===== config.mk =====
export PLATFORM = sky130hd
export DESIGN_NAME = l2_arbiter
export DESIGN_NICKNAME = d
export VERILOG_FILES = /design/src/rtl/l2_arbiter.sv
export SDC_FILE = /design/constraint.sdc
export NUM_CORES = 1
export LEC_CHECK = 0
export ABC_CLOCK_PERIOD_IN_PS = 3900
export BUFFER_PORTS_ARGS = -buffer_cell sky130_fd_sc_hd__clkbuf_2
export CAP_MARGIN = 15
export CORE_AREA = 2 2 270 272
export CTS_CLUSTER_DIAMETER = 150
export DETAILED_ROUTE_END_ITERATION = 8
export DIE_AREA = 0 0 272 274
export MAX_ROUTING_LAYER = met4
export SKIP_LAST_GASP = 1
export SLEW_MARGIN = 20
export SYNTH_ARGS = -nofsm -noshare
export SYNTH_HDL_FRONTEND = slang
export SYNTH_SLANG_ARGS = --single-unit

===== constraint.sdc =====
create_clock -name clk -period 3.9 [get_ports clk]
set_input_delay 0.39 -clock clk [delete_from_list [all_inputs] [get_ports clk]]
set_output_delay 0.39 -clock clk [all_outputs]
set_load 0.01 [all_outputs]

===== src/rtl/l2_arbiter.sv =====
// l2_arbiter: merges L1 I-cache and D-cache line traffic onto the single
// unified-L2 request port. One requester is granted at a time and holds the
// grant for the whole L2 transaction. The winner's address, write line and
// op are latched so the L2 sees stable inputs while the L1 changes its own.
//
// Ports:
//   clk, rst                 clock, synchronous active-high reset
//   i_mem_read/_address      I-cache line read request (never writes)
//   i_mem_resp/_rdata        I-cache completion and returned line
//   d_mem_read/_write        D-cache line read / writeback request
//   d_mem_address/_wdata     D-cache address and writeback line
//   d_mem_resp/_rdata        D-cache completion and returned line
//   mem_read/_write          command to L2 (decoded from registered state)
//   mem_address/_wdata       latched address / write line to L2
//   mem_resp/_rdata          L2 completion and line
//
// Configuration macro: L2_ARB_ROUND_ROBIN_EN
//   defined   - simultaneous I/D requests go to the port not served last
//   undefined - fixed priority, D wins every conflict
module l2_arbiter (
  input  logic         clk,
  input  logic         rst,
  input  logic         i_mem_read,
  input  logic [15:0]  i_mem_address,
  output logic         i_mem_resp,
  output logic [127:0] i_mem_rdata,
  input  logic         d_mem_read,
  input  logic         d_mem_write,
  input  logic [15:0]  d_mem_address,
  input  logic [127:0] d_mem_wdata,
  output logic         d_mem_resp,
  output logic [127:0] d_mem_rdata,
  output logic         mem_read,
  output logic         mem_write,
  output logic [15:0]  mem_address,
  output logic [127:0] mem_wdata,
  input  logic         mem_resp,
  input  logic [127:0] mem_rdata
);

  localparam int unsigned ADDR_W = 16;
  localparam int unsigned LINE_W = 128;

  typedef enum logic [1:0] {
    IDLE    = 2'd0,
    SERVE_I = 2'd1,
    SERVE_D = 2'd2,
    DONE    = 2'd3
  } state_t;

  state_t              state, state_next;
  logic                last_grant, last_grant_next;  // 0: I served last, 1: D
  logic [ADDR_W-1:0]   addr_q, addr_next;
  logic [LINE_W-1:0]   wdata_q, wdata_next;
  logic                op_write_q, op_write_next;
  logic                i_req, d_req, grant_d;

  assign i_req = i_mem_read;
  assign d_req = d_mem_read | d_mem_write;

  // Conflict resolution: D wins when it requests, unless rotating and D went last.
`ifdef L2_ARB_ROUND_ROBIN_EN
  assign grant_d = d_req & (~i_req | ~last_grant);
`else
  assign grant_d = d_req;
`endif

  // Data paths: the latches drive L2; returned lines fan out to both L1s
  // and are qualified only by the granted side's resp.
  assign mem_address = addr_q;
  assign mem_wdata   = wdata_q;
  assign i_mem_rdata = mem_rdata;
  assign d_mem_rdata = mem_rdata;

  // State and latch registers.
  always_ff @(posedge clk) begin
    if (rst) begin
      state      <= IDLE;
      last_grant <= 1'b0;
      addr_q     <= '0;
      wdata_q    <= '0;
      op_write_q <= 1'b0;
    end else begin
      state      <= state_next;
      last_grant <= last_grant_next;
      addr_q     <= addr_next;
      wdata_q    <= wdata_next;
      op_write_q <= op_write_next;
    end
  end

  // Next-state, grant latching, L2 command decode and resp routing.
  always_comb begin
    state_next      = state;
    last_grant_next = last_grant;
    addr_next       = addr_q;
    wdata_next      = wdata_q;
    op_write_next   = op_write_q;
    mem_read        = 1'b0;
    mem_write       = 1'b0;
    i_mem_resp      = 1'b0;
    d_mem_resp      = 1'b0;

    case (state)
      IDLE: begin
        if (grant_d) begin
          state_next      = SERVE_D;
          last_grant_next = 1'b1;
          addr_next       = d_mem_address;
          wdata_next      = d_mem_wdata;
          // Read+write together is tolerated by treating it as a writeback.
          op_write_next   = d_mem_write;
        end else if (i_req) begin
          state_next      = SERVE_I;
          last_grant_next = 1'b0;
          addr_next       = i_mem_address;
          op_write_next   = 1'b0;
        end
      end
      SERVE_I: begin
        mem_read = 1'b1;
        if (mem_resp) begin
          // A resp racing a reset is dropped along with the transaction.
          i_mem_resp = ~rst;
          state_next = DONE;
        end
      end
      SERVE_D: begin
        mem_read  = ~op_write_q;
        mem_write = op_write_q;
        if (mem_resp) begin
          d_mem_resp = ~rst;
          state_next = DONE;
        end
      end
      DONE: begin
        // Quiet cycle so the finished requester can drop its request.
        state_next = IDLE;
      end
      default: state_next = IDLE;
    endcase
  end

endmodule


* Word level (Yosys, flattened, before mapping)
Cells that the tools add are included.
** Storage, ports and cells
- Input port bits :: 294
- Word-level logic and storage cells :: 31
- Bits in registers :: 147
** Operators by class
- Muxes and demuxes :: 13
- Equality and inequality tests :: 5
- Bitwise operators :: 3
- Reductions and logical operators :: 6
** Operators with widths (count)
- $mux 16 :: 2
- $mux 1 :: 6
- $mux 2 :: 3
- $pmux 2 s3 :: 1
- $reduce_and 2->1 :: 3
- $eq 2x2->1 const B :: 2
- $ne 3x3->1 const B :: 1
- $eq 2x1->1 const B :: 1
- $logic_not 2->1 :: 1
- $ne 2x1->1 const B :: 1
- $not 1->1 :: 2
- $pmux 1 s2 :: 1
- $reduce_bool 2->1 :: 1
- $reduce_or 2->1 :: 1
- $or 1x1->1 :: 1

* Longest topological paths before layout
Gate-level depths: netlist of the first run.
- Depth in word-level cells :: 4
- Mapped depth :: 7
- Gate-level depth less buffers :: 5

* Worst setup path after synthesis of the first run
Ideal clock, no wire load.
- Path type :: reg-to-reg
- From :: register state[0]
- To :: register state[1]
- Setup time :: 0.101 ns
- Clock period less this slack :: 1.459 ns
- Setup slack :: 2.441 ns
- Data arrival time :: 1.358 ns
- Cell stages (with the launch flop) :: 6
- Path through :: dfxtp_1 inv_1 ha_1 or4b_4 a211o_1 o41ai_1
** On the way
- Word-level cells in the longest chain between the ends :: 4
** RTL lines
- from (decl) :: RTL line 51 : state_t state, state_next;
- from (signal assigned) :: RTL line 84 : state <= state_next;
- $eq 2x2->1 / $eq 2x1->1 (equally long branches) :: RTL line 104 : case (state)
- $reduce_or 2->1 (no source line)
- $ne 2x1->1 (no source line)
- $reduce_and 2->1 (no source line)
Several ways; a longest one is shown, not always the timed one.
A chain may end at the register's enable or synchronous reset.

* Worst setup path in the final report of the first run
- From :: register state[1]
- To :: register wdata_q[91] (netlist: mem_wdata[91])
** On the way
- Word-level cells in the longest chain between the ends :: 2
** RTL lines
- $logic_not 2->1
- $reduce_and 2->1 (no source line)
- to (signal assigned) :: RTL line 87 : wdata_q <= wdata_next;
- to (decl) :: RTL line 54 : logic [LINE_W-1:0] wdata_q, wdata_next;
No other way between the ends.

==> impl_metrics.toml, run 1 <==
[yosys]
ys_seq_area_frac = 0.403
ys_types = 24
yosys-top-cells-area = "dfxtp_1, buf_4, nand2_1, a21oi_1, a311oi_1"
synth_nets = 1230
synth_most_common_cell = "nand2_1"
netlist_area_mm2 = 0.00730
synthFlopType = "dfxtp_1"
synth_edf_count = 0
synth_top_area_share = 0.403
yosysWarningCount = 0
netlist_instances = 932
synth_top_cell_by_area = "dfxtp_1"
async_flop_share = 0
synth_common_cells = "nand2_1, buf_4, dfxtp_1"
ys_seq_elements = 147
avgSynthCellArea_um2 = 7.84

[routing]
via_per_inst = 3.04
wl_per_cell_um = 12.8
totalWireLength_mm = 24.8
dr.pass1.iters = 4
via_count = 5894
drc = 0
drt.antenna.violating_nets = 0
first_iter_violations = 133

[clock_tree]
root_buffer = "clkbuf_16"
clockBufferDepth = 2
cts_hold_buffers = 0
htreeDepth = 4
clkLatencyLatePin_ns = 0.46
cts_sinks = 147
postCtsResizedCells = 0
cts_tree = "built"
clkTransAtPathRegs_ns = 0.07
cts_buffers = 17
cts_setup_buffers = 0

[placed_design]
gp_congestion = 0.738
io_buffers = 313
dp_hpwl_mm = 18.6
place_ws_ns = 1.62

[sta]
layout_min_cycle_time_ns = 2.09
worst_pin_slew_ns = 0.888
relSlewSlack = 0.406
finalSetupTns_ns = 0
skew_ns = 0.0174
rsz0062_at_grt = "no"
timing.fmax_mhz = 479
fin_ws_ns = 1.81
finalHoldViolations = 0
setup_violations = 0
period_share = 0.536
slew_viol_final = 0

[setup_path]
cp.required_ns = 4.30
cp.arrival_ns = 2.49
cp-end-kind = "flip-flop"
rr_worst_depth = 6
cp-start-kind = "flip-flop"
crit_fanout = 48
crit_type = "reg -> reg"

[final_layout]
ff_latch_area_mm2 = 0.00294
drive_gt1_frac = 0.368
multi_input_area_mm2 = 0.00217
antenna_cells = 0
final_nets = 1263
areaGrowthSynthToFinish_pct = 17.7
num-fill-cells = 8333

[pwr]
p_leak_nw = 3.66
vdd_ir_drop_max_mv = 0.497
power_density_mw_per_mm2 = 689

[grt]
grt_max_degree = 78
antenna_found_initial = 1
grt_pass1_wl_mm = 34.2
grt_use_total = 0.0668
gr-total-overflow = 0
grt_pass1_vias = 5415

[job]
maxCapViolations = 0

[die]
start_util = 0.101
ios = 698
fp.coreArea_mm2 = 0.0720
die_h_um = 274
dieArea_mm2 = 0.0745
rows = 99
die_x_um = 272

[run_status]
status = "completed"

[worst_hold_path]
hp-class = "in -> reg"
min_path_cells = 3
state kept, by name, summed over array words and instances (netlist names):
register     count
op_write_q       1
mem_address     16
state            2
mem_wdata      128
area by class of cell:
type | instances | share of cell area
clock buffer | 17 | 0.0495
clock inverter | 15 | 0.0182
inverter | 3 | 0.00131
multi-input combinational | 473 | 0.252
sequential | 147 | 0.342
tap | 959 | 0.140
timing repair buffer | 323 | 0.197
cells in the final DEF, fill, tap and decap left out, types with 2 or more instances in the layout:
cell and instances:
a21oi_1 130, a311oi_1 17, and3b_1 2, buf_12 4, buf_4 6, bufinv_16 2
clkbuf_16 17, clkbuf_2 312, clkinv_2 4, clkinv_4 3, clkinvlp_4 2, dfxtp_1 147
ha_1 4, inv_1 3, inv_6 4, nand2_1 273, nor2_1 18, o21ai_0 15
report_power, final:
part	leakage (nW)	internal, mW	switching, mW
Combinational	2.16	0.762	1.34
Clock	0.284	0.947	0.771
Sequential	1.21	1.90	0.215
per-stage QoR:
stage	hold WS, ns	instances	total power, mW	utilization	area, um^2
after floorplan	0.475	932	3.68	-	7300
after global placement	0.441	1905	4.29	0.111	8020
after detailed placement	0.445	1905	4.31	0.111	8020
after CTS	0.0700	1937	6.11	0.119	8600
after global routing	0.100	1937	6.40	0.120	8600
final	0.138	1937	5.93	0.120	8600
final timing paths:
check                                 startpoint  slack [ns]        endpoint
worst max-delay path                    state[1]        1.81   mem_wdata[91]
worst min-delay path            d_mem_wdata[105]        0.14  mem_wdata[105]
worst max register to register          state[1]        1.81   mem_wdata[91]
worst min register to register      mem_wdata[5]        0.45    mem_wdata[5]
kinds of logic after synthesis:
group,synth area share
buffers and inverters,0.303
and+or+nand+nor,0.159
AOI/OAI and AO/OA,0.127
DFF,0.403
adders and majority gates,0.00685
muxes,0.00137
critical path: stages, from the launching register on:
cell and delay (ns):
dfxtp_1 0.32, inv_1 0.12, ha_1 0.30, o21a_4 0.60, buf_4 0.40, nand2_1 0.12, a21oi_1 0.12
metal layers:
layer | vias up | global-route usage | routed length (um)
met1 | 2538 | 0.0614 | 8860
met4 | 0 | 0.0662 | 2030
met2 | 436 | 0.0961 | 10600
li1 | 2792 | - | -
met5 | - | - | 0
met3 | 128 | 0.0378 | 3280
No activity file was read; power rests on OpenSTA's default activity.
==> run 2: changes to the inputs <==
ABC_CLOCK_PERIOD_IN_PS = 1750   (was 3900)
CORE_AREA = 2 2 268 270   (was 2 2 270 272)
DIE_AREA = 0 0 270 272   (was 0 0 272 274)
clock period = 1.75 ns   (was 3.9 ns; I/O delays follow)
==> run 2 against run 1 <==
Net effect:
- global-route usage up 1.2 points
- combinational power rose to 2.5 times the previous value
- sequential power up 120%
- clock power up 130%
- clock-buffer cell count unchanged
- core utilization up 2.7 points
- die area down 1.5%
- setup slack worse by 1.7 ns
- power up 140%
==> impl_metrics.toml, run 2 (synthesized netlist as in run 1, its figures left out) <==
[pwr]
seq_power_share = 0.336
swShare = 0.376
internal-power_mw = 8.76
vdd_ir_drop_max_mv = 0.678
p_leak_nw = 4.41
power_density_mw_per_mm2 = 1360
p_switching_mw = 5.29
combPwrFrac = 0.378
design_power_total_mw = 14.1
power_frac_clock = 0.286

[setup_path]
slowest_stage = "dfxtp_2"
cp.required_ns = 1.57
endpoint = "mem_read"
r2r-start = "state[1]"
path_depth = 5
rr_endpoint = "state[1]"
max_stage_delay_ns = 0.35
startpoint = "state[0]"
worstPathCellList = "inv_4 > ha_4 > nor2b_1 > o21a_1 > buf_2"
crit_type = "reg -> out"
r2r_slack_ns = 0.18
cp-end-kind = "output pin"
cp-start-kind = "flip-flop"
cp_num_buf_inv = 2
rr_worst_depth = 5
cp.arrival_ns = 1.48
path_delay_family = "flip-flops"
crit_fanout = 3

[clock_tree]
clkTransAtPathRegs_ns = 0.07
clkLatencyLatePin_ns = 0.46
root_buffer = "clkbuf_16"
htreeDepth = 4
cts_tree = "built"
cts_buffers = 17
cts_sinks = 147
clockBufferDepth = 2

[routing]
drc = 0
wl_per_cell_um = 13.5
dr.pass1.iters = 6
first_iter_violations = 222
totalWireLength_mm = 28.5
via_count = 6649
via_per_inst = 3.16
drt.antenna.violating_nets = 0

[placed_design]
io_buffers = 313
gp_congestion = 0.749
dp_hpwl_mm = 20.6
place_ws_ns = 0.108

[final_layout]
fin_util = 0.147
areaGrowthSynthToFinish_pct = 41.9
largest_reg_flops = 128
final_cell_mix = "clkbuf_2, nand2_1, dlygate4sd3_1"
final_nets = 1435
drive_gt1_frac = 0.329
final_common_cell = "clkbuf_2"

[sta]
finalHoldViolations = 0
skew_ns = 0.0146
setup_violations = 0
period_share = 0.947
relSlewSlack = 0.719
timing.fmax_mhz = 604
holdWs_ns = 0.0606
slew_viol_final = 0
fin_ws_ns = 0.0933
worst_pin_slew_ns = 0.421
layout_min_cycle_time_ns = 1.66

[die]
rows = 98
ios = 698
start_util = 0.103
dieArea_mm2 = 0.0734
die_x_um = 270
die_h_um = 272
fp.coreArea_mm2 = 0.0708

[grt]
antenna_found_initial = 4
gr-total-overflow = 0
grt_pass1_wl_mm = 41.1
grt_use_total = 0.0792
grt_pass1_vias = 6781
grt_max_degree = 66

[worst_hold_path]
hp-class = "in -> reg"
hp-start = "rst"

[run_status]
status = "completed"

[job]
maxCapViolations = 0
[run 2: cell types whose count changed in the layout (fill, tap and decap cells not counted), moves of 3 or more]
cell,delta
ha_1,-3
buf_4,+12
diode_2,+3
dlygate4sd3_1,+158
[run 2: final cells by class]
cell class | instances | area (um^2)
Tap cell | 950 | 1190
Sequential cell | 147 | 2950
Clock buffer | 17 | 425
Clock inverter | 13 | 185
Antenna cell | 3 | 7.51
Fill cell | 7960 | 60400
Timing Repair Buffer | 495 | 3410
Multi-Input combinational cell | 473 | 2190
Inverter | 3 | 13.8
[run 2: power groups by stage]
stage / registers, mW / logic [mW] / clock network, mW
finish: 4.72 / 5.31 / 4.02
CTS: 4.71 / 5.36 / 4.29
floorplan: 5.10 / 3.09 / 0
global placement: 4.76 / 4.98 / 0
global route: 4.83 / 5.92 / 4.40
detailed placement: 4.78 / 5.00 / 0
[run 2: worst min path at each step]
| stage | cells past startpoint | endpoint |
|---|---|---|
| floorplan | 2 | mem_wdata[0] |
| global placement | 0 | d_mem_rdata[3] |
| detailed placement | 0 | d_mem_rdata[3] |
| CTS | 2 | op_write_q |
| global route | 3 | mem_address[8] |
| finish | 2 | op_write_q |
[run 2: what timing repair did]
item	in CTS	in global routing
resized for setup	6	4
hold buffers	158	0
cloned	0	0
endpoints found under the setup margin	1	1
pin swaps	0	2
hold endpoints to repair	144	0
buffers inserted	1	1
[run 2: layer usage]
layer	up-vias	global-route usage	wire length, um
met2	461	0.117	12400
met4	0	0.0749	2390
li1	3147	-	-
met1	2888	0.0718	10000
met3	153	0.0443	3660
met5	-	-	0
[run 2: metrics by stage]
step	std cells	setup TNS [ns]	cell area [um^2]
after floorplan	932	0	7300
after global placement	1908	0	8120
after detailed placement	1908	0	8120
after CTS	2097	0	10300
after global routing	2101	-0.000307	10400
final	2101	0	10400
